### src/rtl/alu_pkg.sv
// Shared types and constants for the multi-cycle ALU: op codes, FSM states and flag bit positions.
package alu_pkg;

    typedef enum logic [2:0] {
        OpAdd = 3'b000,
        OpSub = 3'b001,
        OpAnd = 3'b010,
        OpOr  = 3'b011,
        OpLsl = 3'b100,
        OpLsr = 3'b101,
        OpAsr = 3'b110,
        OpMul = 3'b111
    } alu_op_t;

    typedef enum logic [0:0] {
        IDLE = 1'b0,
        EXEC = 1'b1
    } alu_state_t;

    localparam int unsigned FLAG_N = 3;
    localparam int unsigned FLAG_Z = 2;
    localparam int unsigned FLAG_C = 1;
    localparam int unsigned FLAG_V = 0;

endpackage

### src/rtl/shift_add_mul.sv
// Iterative shift-add multiplier returning the low N bits of the unsigned product.
// The load cycle already retires the first partial product, so N-1 steps follow it.
module shift_add_mul #(
    parameter int unsigned N = 32
) (
    input  logic         clk,
    input  logic         rst_n,
    input  logic         load_i,
    input  logic         step_i,
    input  logic [N-1:0] a_i,
    input  logic [N-1:0] b_i,
    output logic         last_o,
    output logic [N-1:0] product_o
);
    localparam int unsigned CW = $clog2(N);

    logic [N-1:0]  acc_q, acc_d;
    logic [N-1:0]  mcand_q, mcand_d;
    logic [N-1:0]  mplier_q, mplier_d;
    logic [CW-1:0] cnt_q, cnt_d;

    // Accumulator value after the current step; valid as the product on the last step.
    assign product_o = acc_q + (mplier_q[0] ? mcand_q : '0);
    assign last_o    = (cnt_q == CW'(1));

    always_comb begin
        acc_d    = acc_q;
        mcand_d  = mcand_q;
        mplier_d = mplier_q;
        cnt_d    = cnt_q;
        if (load_i) begin
            acc_d    = b_i[0] ? a_i : '0;
            mcand_d  = a_i << 1;
            mplier_d = b_i >> 1;
            cnt_d    = CW'(N - 1);
        end else if (step_i) begin
            acc_d    = product_o;
            mcand_d  = mcand_q << 1;
            mplier_d = mplier_q >> 1;
            cnt_d    = cnt_q - CW'(1);
        end
    end

    always_ff @(posedge clk or negedge rst_n) begin
        if (!rst_n) begin
            acc_q    <= '0;
            mcand_q  <= '0;
            mplier_q <= '0;
            cnt_q    <= '0;
        end else begin
            acc_q    <= acc_d;
            mcand_q  <= mcand_d;
            mplier_q <= mplier_d;
            cnt_q    <= cnt_d;
        end
    end

endmodule

### src/rtl/multicycle_alu.sv
// N-bit multi-cycle ALU with start/done handshake and NZCV flags.
// Shifts move one bit per edge; multiply is delegated to shift_add_mul.
module multicycle_alu
    import alu_pkg::*;
#(
    parameter int unsigned N  = 32,
    parameter int unsigned SW = $clog2(N)
) (
    input  logic         clk,
    input  logic         rst_n,
    input  logic         start,
    input  logic [2:0]   op,
    input  logic [N-1:0] a,
    input  logic [N-1:0] b,
    output logic         busy,
    output logic         done,
    output logic [N-1:0] result,
    output logic [3:0]   flags
);
    alu_state_t    state_q, state_d;
    alu_op_t       op_q, op_d;
    alu_op_t       op_in;
    logic [N-1:0]  sh_q, sh_d;
    logic [SW-1:0] cnt_q, cnt_d;
    logic [N-1:0]  result_q, result_d;
    logic [3:0]    flags_q, flags_d;
    logic          done_q, done_d;

    logic          mul_load, mul_step, mul_last;
    logic [N-1:0]  mul_prod;

    logic          wr_en, c_flag, v_flag;
    logic [N-1:0]  res;
    logic [N:0]    sum;
    logic [N-1:0]  diff;
    logic [SW-1:0] amt;

    assign op_in = alu_op_t'(op);
    assign amt   = b[SW-1:0];
    assign sum   = {1'b0, a} + {1'b0, b};
    assign diff  = a - b;

    // One-position shift; returns {bit shifted out, shifted value}.
    function automatic logic [N:0] shift1(input alu_op_t o, input logic [N-1:0] v);
        case (o)
            OpLsl:   return {v[N-1], v[N-2:0], 1'b0};
            OpLsr:   return {v[0], 1'b0, v[N-1:1]};
            default: return {v[0], v[N-1], v[N-1:1]};
        endcase
    endfunction

    shift_add_mul #(
        .N(N)
    ) u_mul (
        .clk      (clk),
        .rst_n    (rst_n),
        .load_i   (mul_load),
        .step_i   (mul_step),
        .a_i      (a),
        .b_i      (b),
        .last_o   (mul_last),
        .product_o(mul_prod)
    );

    always_comb begin
        state_d  = state_q;
        op_d     = op_q;
        sh_d     = sh_q;
        cnt_d    = cnt_q;
        result_d = result_q;
        flags_d  = flags_q;
        done_d   = 1'b0;
        mul_load = 1'b0;
        mul_step = 1'b0;
        wr_en    = 1'b0;
        res      = '0;
        c_flag   = 1'b0;
        v_flag   = 1'b0;
        unique case (state_q)
            IDLE: begin
                if (start) begin
                    op_d = op_in;
                    unique case (op_in)
                        OpAdd: begin
                            {c_flag, res} = sum;
                            v_flag = (a[N-1] == b[N-1]) && (sum[N-1] != a[N-1]);
                            wr_en  = 1'b1;
                        end
                        OpSub: begin
                            res    = diff;
                            c_flag = (a >= b);
                            v_flag = (a[N-1] != b[N-1]) && (diff[N-1] != a[N-1]);
                            wr_en  = 1'b1;
                        end
                        OpAnd: begin
                            res   = a & b;
                            wr_en = 1'b1;
                        end
                        OpOr: begin
                            res   = a | b;
                            wr_en = 1'b1;
                        end
                        OpLsl, OpLsr, OpAsr: begin
                            if (amt == '0) begin
                                res   = a;
                                wr_en = 1'b1;
                            end else begin
                                // First position is shifted on the accept edge itself.
                                {c_flag, res} = shift1(op_in, a);
                                if (amt == SW'(1)) begin
                                    wr_en = 1'b1;
                                end else begin
                                    sh_d    = res;
                                    cnt_d   = amt - SW'(1);
                                    state_d = EXEC;
                                end
                            end
                        end
                        OpMul: begin
                            mul_load = 1'b1;
                            state_d  = EXEC;
                        end
                    endcase
                end
            end
            EXEC: begin
                if (op_q == OpMul) begin
                    mul_step = 1'b1;
                    if (mul_last) begin
                        res     = mul_prod;
                        wr_en   = 1'b1;
                        state_d = IDLE;
                    end
                end else begin
                    {c_flag, res} = shift1(op_q, sh_q);
                    sh_d  = res;
                    cnt_d = cnt_q - SW'(1);
                    if (cnt_q == SW'(1)) begin
                        wr_en   = 1'b1;
                        state_d = IDLE;
                    end
                end
            end
        endcase
        if (wr_en) begin
            result_d         = res;
            flags_d[FLAG_N]  = res[N-1];
            flags_d[FLAG_Z]  = (res == '0);
            flags_d[FLAG_C]  = c_flag;
            flags_d[FLAG_V]  = v_flag;
            done_d           = 1'b1;
        end
    end

    always_ff @(posedge clk or negedge rst_n) begin
        if (!rst_n) begin
            state_q  <= IDLE;
            op_q     <= OpAdd;
            sh_q     <= '0;
            cnt_q    <= '0;
            result_q <= '0;
            flags_q  <= '0;
            done_q   <= 1'b0;
        end else begin
            state_q  <= state_d;
            op_q     <= op_d;
            sh_q     <= sh_d;
            cnt_q    <= cnt_d;
            result_q <= result_d;
            flags_q  <= flags_d;
            done_q   <= done_d;
        end
    end

    always_comb begin
        busy   = (state_q == EXEC);
        done   = done_q;
        result = result_q;
        flags  = flags_q;
    end

endmodule
### config.mk
export PLATFORM = sky130hd
export DESIGN_NAME = multicycle_alu
export DESIGN_NICKNAME = d
export VERILOG_FILES = /design/src/rtl/alu_pkg.sv /design/src/rtl/shift_add_mul.sv /design/src/rtl/multicycle_alu.sv
export SDC_FILE = /design/constraint.sdc
export NUM_CORES = 1
export LEC_CHECK = 0
export CORE_UTILIZATION = 43
export DETAILED_ROUTE_END_ITERATION = 8
export PLACE_DENSITY = 0.69
export SYNTH_ARGS = -nofsm -noshare
export SYNTH_HDL_FRONTEND = slang
export SYNTH_SLANG_ARGS = --single-unit
### constraint.sdc
create_clock -name clk -period 6.4 [get_ports clk]
set_input_delay 1.6 -clock clk [delete_from_list [all_inputs] [get_ports clk]]
set_output_delay 1.6 -clock clk [all_outputs]
set_load 0.1 [all_outputs]
==> results of run 1 <==
worst paths after layout:
path | cells past startpoint | start | endpoint
max in group asynchronous | 2 | rst_n | result[12]$_DFFE_PN0P_
hold reg to reg | 2 | u_mul.mplier_q[7]$_DFFE_PN0P_ | u_mul.mplier_q[7]$_DFFE_PN0P_
min in group asynchronous | 1 | rst_n | u_mul.mcand_q[28]$_DFFE_PN0P_
setup reg to reg | 14 | u_mul.mplier_q[0]$_DFFE_PN0P_ | flags[2]$_DFFE_PN0P_
hold / removal | 2 | u_mul.mplier_q[7]$_DFFE_PN0P_ | u_mul.mplier_q[7]$_DFFE_PN0P_
setup / recovery | 14 | a[10] | flags[2]$_DFFE_PN0P_
per-stage QoR:
step / util / instance area, um^2 / hold WS [ps] / cells / worst slack, ps
after floorplan: - / 17000 / 446 / 2225 / 1250
after global placement: 0.493 / 19100 / 459 / 2820 / 211
after detailed placement: 0.493 / 19100 / 464 / 2820 / 162
after CTS: 0.509 / 19700 / 482 / 2852 / 646
after global routing: 0.509 / 19700 / 508 / 2852 / 354
final: 0.509 / 19700 / 482 / 2852 / 552
where the power goes:
group / leakage, nW / switching [mW] / internal (mW)
logic: 5.98 / 3.62 / 1.82
registers: 2.09 / 0.419 / 1.63
clock network: 0.313 / 0.528 / 0.675
per-layer routing:
metal,up-vias,share of wire,track usage
met4,0,0.031,0.121
met1,8812,0.44,0.499
met2,954,0.43,0.518
li1,8204,-,-
met3,136,0.10,0.0729
met5,-,0,0
cells in the final DEF, fill, tap and decap left out, types with 16 or more instances in the layout:
master / netlist / layout
a21oi_1: 214 / 213
clkbuf_16: 0 / 17
nand3_1: 66 / 66
mux2i_1: 66 / 66
nor2_1: 190 / 188
and2_1: 37 / 37
a21o_1: 17 / 17
nor4_1: 19 / 19
a22oi_1: 57 / 57
o21ai_1: 16 / 16
a211oi_1: 29 / 29
dfrtp_1: 176 / 175
o31ai_1: 20 / 20
nand4_1: 20 / 20
xnor2_1: 53 / 53
o21ai_0: 149 / 149
clkdlybuf4s50_1: 0 / 105
o22ai_1: 24 / 24
o21bai_1: 19 / 19
nor3_1: 32 / 32
o211ai_1: 32 / 32
ha_1: 141 / 141
a31oi_1: 27 / 26
buf_4: 2 / 117
nand2_1: 291 / 290
inv_1: 109 / 109
registers in the layout, summed over array words and instances (netlist names):
name	flops
done	1
op_q	3
u_mul.cnt_q	5
u_mul.mplier_q	31
cnt_q	5
flags	3
result	32
u_mul.mcand_q	31
sh_q	32
busy	1
u_mul.acc_q	32
cell type report:
class                      count  area share
inverter                     114      0.0217
clock inverter                13      0.0101
clock buffer                  19      0.0224
multi-input combinational   1784       0.587
tap                          518      0.0328
timing repair buffer         228       0.103
sequential                   176       0.223
worst min-delay path: cells and delay by family (launching register included):
family / cells / cell delay, ps
DFF: 1 / 350
and+or+nand+nor: 2 / 100
cell families (layout without fill, tap and decap cells):
kind of cell	count (synthesis)	in the layout	share of synthesized area
simple gates	759	759	0.210
xor+xnor	68	68	0.0351
compound gates	732	732	0.278
flops	176	176	0.260
fa+ha+maj	144	144	0.108
mux	81	81	0.0489
buf+inv	265	374	0.0610
==> results.sh, run 1 <==
export IMPL_ys_seq_area_frac=0.260
export IMPL_drtPass1Iterations=6
export IMPL_wl_um=70700
export IMPL_cts_buffers_inserted=17
export IMPL_grt_pass1_wl_um=107000
export IMPL_yosys_cell_types_count=99
export IMPL_crit_type="input pin to register"
export IMPL_crit_buf_inv=2
export IMPL_rsz0062_at_grt="no"
export IMPL_arrival_ps=6220
export IMPL_yosysWarningCount=0
export IMPL_hold_viol_final=0
export IMPL_h_tree_depth=4
export IMPL_crit_chain="clkdlybuf4s50_1 -> inv_1 -> ha_1 -> or2_4 -> or4_4 -> a31oi_4 -> nor4_1 -> nor2_1 -> a21oi_1 -> xnor2_1 -> a221oi_1 -> nand4_1 -> or4b_1 -> o41ai_2"
export IMPL_finalNetCount=2535
export IMPL_gp_congestion=1.04
export IMPL_via_count=18106
export IMPL_end_kind="register"
export IMPL_holdCritPathClass="register to register"
export IMPL_required_ps=6770
export IMPL_cts_setup_buffers=0
export IMPL_synth_top_area_frac=0.260
export IMPL_clkLatencyLatePin_ps=480
export IMPL_antenna_cells=0
export IMPL_start_util=0.438
export IMPL_setup_viol=0
export IMPL_final_max_slew_viol_count=0
export IMPL_reg2reg_slack_ps=1440
export IMPL_cts_sinks=176
export IMPL_area_growth_pct=16.4
export IMPL_core_area_um2=38700
export IMPL_skew_ps=16.9
export IMPL_status="completed"
export IMPL_setup_tns_ps=0
export IMPL_dp_hpwl_um=54800
export IMPL_first_iter_violations=1974
export IMPL_ctsResizeCount=0
export IMPL_grt_start_max_net_pins=108
export IMPL_numPortBuffers=107
export IMPL_wl_per_cell_um=24.8
export IMPL_relSlewSlack=0.283
export IMPL_cts_hold_buf=0
export IMPL_drtAntennaViolNets=0
export IMPL_cp_start_kind="input pin"
export IMPL_multi_input_area_um2=11600
export IMPL_fmax_mhz=171
export IMPL_p_per_area_nw_per_um2=440
export IMPL_drv_cap=0
export IMPL_critPathSlowestCell="or4b_1"
export IMPL_synth_seq_cells=176
export IMPL_yosysMostFrequentCell="nand2_1"
export IMPL_cp_max_fo=4
export IMPL_synth_area_leaders="dfrtp_1, ha_1, nand2_1, a21oi_1, o21ai_0"
export IMPL_fin_crit_sh=0.914
export IMPL_yosys_top_cells_count="nand2_1, a21oi_1, nor2_1, dfrtp_1, o21ai_0"
export IMPL_post_route_drc_count=0
export IMPL_synthCells=2225
export IMPL_root_buffer="clkbuf_16"
export IMPL_ir_drop_mv=0.314
export IMPL_vias_per_cell=6.35
export IMPL_synth_area_um2=17000
export IMPL_grt_pass1_vias=17404
export IMPL_die_y_um=201
export IMPL_cp_slowest_stage_delay_ps=590
export IMPL_grt_overflow=0
export IMPL_io_pins=108
export IMPL_syn_area_per_cell_um2=7.62
export IMPL_p_leak_nw=8.38
export IMPL_fillers=3893
export IMPL_rows=72
export IMPL_clockBufferDepth=2
export IMPL_syn_nets=2439
export IMPL_clk_pin_slew_ps=70
export IMPL_synth_ff_type="dfrtp_1"
export IMPL_cts_tree="built"
export IMPL_dieArea_um2=40200
export IMPL_finalPower_mw=8.69
export IMPL_tightestPinTransition_ps=1060
export IMPL_synthArstFlopShare=1.00
export IMPL_dieWidth_um=201
export IMPL_synth_edf_count=0
export IMPL_antenna_found_initial=0
export IMPL_cp_top_family="simple AND/OR/NAND/NOR gates"
export IMPL_layout_drive_gt1_share=0.0934
export IMPL_fin_crit_ps=5850
export IMPL_yosys_area_top_type="dfrtp_1"
export IMPL_track_usage=0.349
export IMPL_seqCellArea_um2=4410
No activity file was read; power rests on OpenSTA's default activity.
==> run 2: changes to the inputs <==
--- a/config.mk
+++ b/config.mk
@@ -5,9 +5,10 @@
 export SDC_FILE = /design/constraint.sdc
 export NUM_CORES = 1
 export LEC_CHECK = 0
-export CORE_UTILIZATION = 43
+export CORE_UTILIZATION = 60
 export DETAILED_ROUTE_END_ITERATION = 8
-export PLACE_DENSITY = 0.69
+export PLACE_DENSITY = 0.89
+export SLEW_MARGIN = 20
 export SYNTH_ARGS = -nofsm -noshare
 export SYNTH_HDL_FRONTEND = slang
 export SYNTH_SLANG_ARGS = --single-unit
==> run 2 against run 1 <==
Against the previous run: largest cell class unchanged; fmax grew 1.7%; the run now ends with DRC left; critical endpoint unchanged; clock power shrank 5%; utilization grew 20 points; count of clock-buffer cells in the layout shrank 2; worst setup slack gained 100 ps; highest routed layer unchanged.
==> results.sh, run 2 (same netlist as run 1, synthesis figures left out) <==
export IMPL_status="finished, violations left"
export IMPL_violations="DRC"
export IMPL_ir_drop_mv=0.400
export IMPL_antenna_found_initial=0
export IMPL_arrival_ps=6120
export IMPL_relSlewSlack=0.254
export IMPL_cts_setup_buffers=0
export IMPL_first_iter_violations=3203
export IMPL_clkLatencyLatePin_ps=480
export IMPL_grt_overflow=0
export IMPL_numPortBuffers=107
export IMPL_tightestPinTransition_ps=1120
export IMPL_drtPass1Iterations=9
export IMPL_finalPower_mw=8.68
export IMPL_dieArea_um2=28900
export IMPL_track_usage=0.472
export IMPL_dp_slack_ps=262
export IMPL_cp_top_family="compound AO/OA/AOI/OAI gates"
export IMPL_hold_viol_final=0
export IMPL_final_cell_mix="nand2_1, a21oi_1, nor2_1, dfrtp_1, o21ai_0"
export IMPL_setup_viol=0
export IMPL_layout_drive_gt1_share=0.0997
export IMPL_placed_area_um2=19000
export IMPL_die_y_um=170
export IMPL_skew_ps=16.5
export IMPL_layout_cells_most_common="nand2_1"
export IMPL_wl_um=69300
export IMPL_start_util=0.610
export IMPL_dp_hpwl_um=52700
export IMPL_cts_sinks=176
export IMPL_crit_start="b[3]"
export IMPL_fin_crit_ps=5750
export IMPL_fin_crit_sh=0.898
export IMPL_antenna_cells=0
export IMPL_holdCritPathClass="register to register"
export IMPL_cp_start_kind="input pin"
export IMPL_cts_hold_buf=0
export IMPL_grt_start_max_net_pins=133
export IMPL_h_tree_depth=4
export IMPL_whs_path_depth=2
export IMPL_p_per_area_nw_per_um2=442
export IMPL_dieWidth_um=170
export IMPL_cts_buffers_inserted=17
export IMPL_regToRegStartpoint="u_mul.mplier_q[0]$_DFFE_PN0P_"
export IMPL_ctsResizeCount=0
export IMPL_postLayoutCellArea_um2=19700
export IMPL_root_buffer="clkbuf_16"
export IMPL_clk_pin_slew_ps=80
export IMPL_grt_pass1_wl_um=102000
export IMPL_rr_worst_depth=16
export IMPL_timing_final_ws_setup_ps=653
export IMPL_crit_end="flags[2]$_DFFE_PN0P_"
export IMPL_p_leak_nw=8.44
export IMPL_area_growth_pct=15.9
export IMPL_vias_per_cell=6.94
export IMPL_wl_per_cell_um=25.4
export IMPL_clockBufferDepth=2
export IMPL_hold_slack_ps=486
export IMPL_final_max_slew_viol_count=0
export IMPL_rows=61
export IMPL_cp_max_fo=6
export IMPL_required_ps=6770
export IMPL_via_count=18931
export IMPL_critPathSlowestCell="clkdlybuf4s50_1"
export IMPL_grt_pass1_vias=17305
export IMPL_rsz0062_at_grt="no"
export IMPL_cp_num_cells=14
export IMPL_cts_tree="built"
export IMPL_crit_buf_inv=3
export IMPL_fmax_mhz=174
export IMPL_rr_endpoint="flags[2]$_DFFE_PN0P_"
export IMPL_finalNetCount=2549
export IMPL_drtAntennaViolNets=0
export IMPL_setup_tns_ps=0
export IMPL_reg2reg_slack_ps=1050
export IMPL_end_kind="register"
export IMPL_io_pins=108
export IMPL_cp_slowest_stage_delay_ps=640
export IMPL_core_area_um2=27800
export IMPL_drv_cap=0
export IMPL_crit_type="input pin to register"
export IMPL_crit_chain="clkdlybuf4s50_1 -> inv_1 -> ha_1 -> buf_4 -> or4_1 -> a21oi_1 -> o21ai_1 -> o31ai_1 -> a211oi_1 -> xnor2_1 -> a221oi_1 -> nor4bb_1 -> or4b_1 -> o41ai_2"
export IMPL_gp_congestion=1.10
export IMPL_post_route_drc_count=1
## run 2: how the worst min path moves through the flow
stage,start,to
2_1_floorplan,u_mul.mplier_q[11]$_DFFE_PN0P_,u_mul.mplier_q[11]$_DFFE_PN0P_
3_3_place_gp,u_mul.mplier_q[1]$_DFFE_PN0P_,u_mul.mplier_q[1]$_DFFE_PN0P_
3_5_place_dp,u_mul.mplier_q[13]$_DFFE_PN0P_,u_mul.mplier_q[13]$_DFFE_PN0P_
4_1_cts,u_mul.mplier_q[8]$_DFFE_PN0P_,u_mul.mplier_q[8]$_DFFE_PN0P_
5_1_grt,u_mul.mplier_q[22]$_DFFE_PN0P_,u_mul.mplier_q[22]$_DFFE_PN0P_
6_report,u_mul.mplier_q[13]$_DFFE_PN0P_,u_mul.mplier_q[13]$_DFFE_PN0P_
## run 2: worst register-to-register path, cell delays in order, from the launching register on
cell and delay, ps:
dfrtp_1 1020, nand2_1 230, inv_1 120, ha_1 250, a211oi_1 390, o21ai_0 350
a21oi_1 440, xnor2_1 250, o2bb2ai_1 320, nor3_1 230, buf_4 190, nand4b_1 100
buf_4 170, nor4_2 210, nand4_1 150, or4b_1 550, o41ai_2 270
## run 2: final cells by class
class	instances	area (um^2)
repair buffers	242	2130
fillers	2265	8130
flip-flops and latches	176	4410
clock buffers	17	425
inverters	114	428
clock inverters	15	206
multi-input cells	1784	11600
well taps	378	473
## run 2: layer usage
layer | global-route usage | vias up | wire, um
met5 | 0 | - | 0
li1 | - | 8250 | -
met2 | 0.681 | 1497 | 28400
met4 | 0.155 | 0 | 2560
met1 | 0.660 | 8966 | 27700
met3 | 0.153 | 218 | 10600
## run 2: power by group
part	switching, mW	total [mW]	internal, mW	leakage, nW
registers	0.433	2.06	1.63	2.09
clock network	0.595	1.14	0.541	0.304
logic	3.65	5.48	1.83	6.04
total	4.68	8.68	4.00	8.44
## run 2: stage by stage
step                utilization  std cells
floorplan                     -       2225
CTS                       0.706       2725
finish                    0.707       2726
detailed placement        0.684       2693
global route              0.707       2726
global placement          0.684       2693
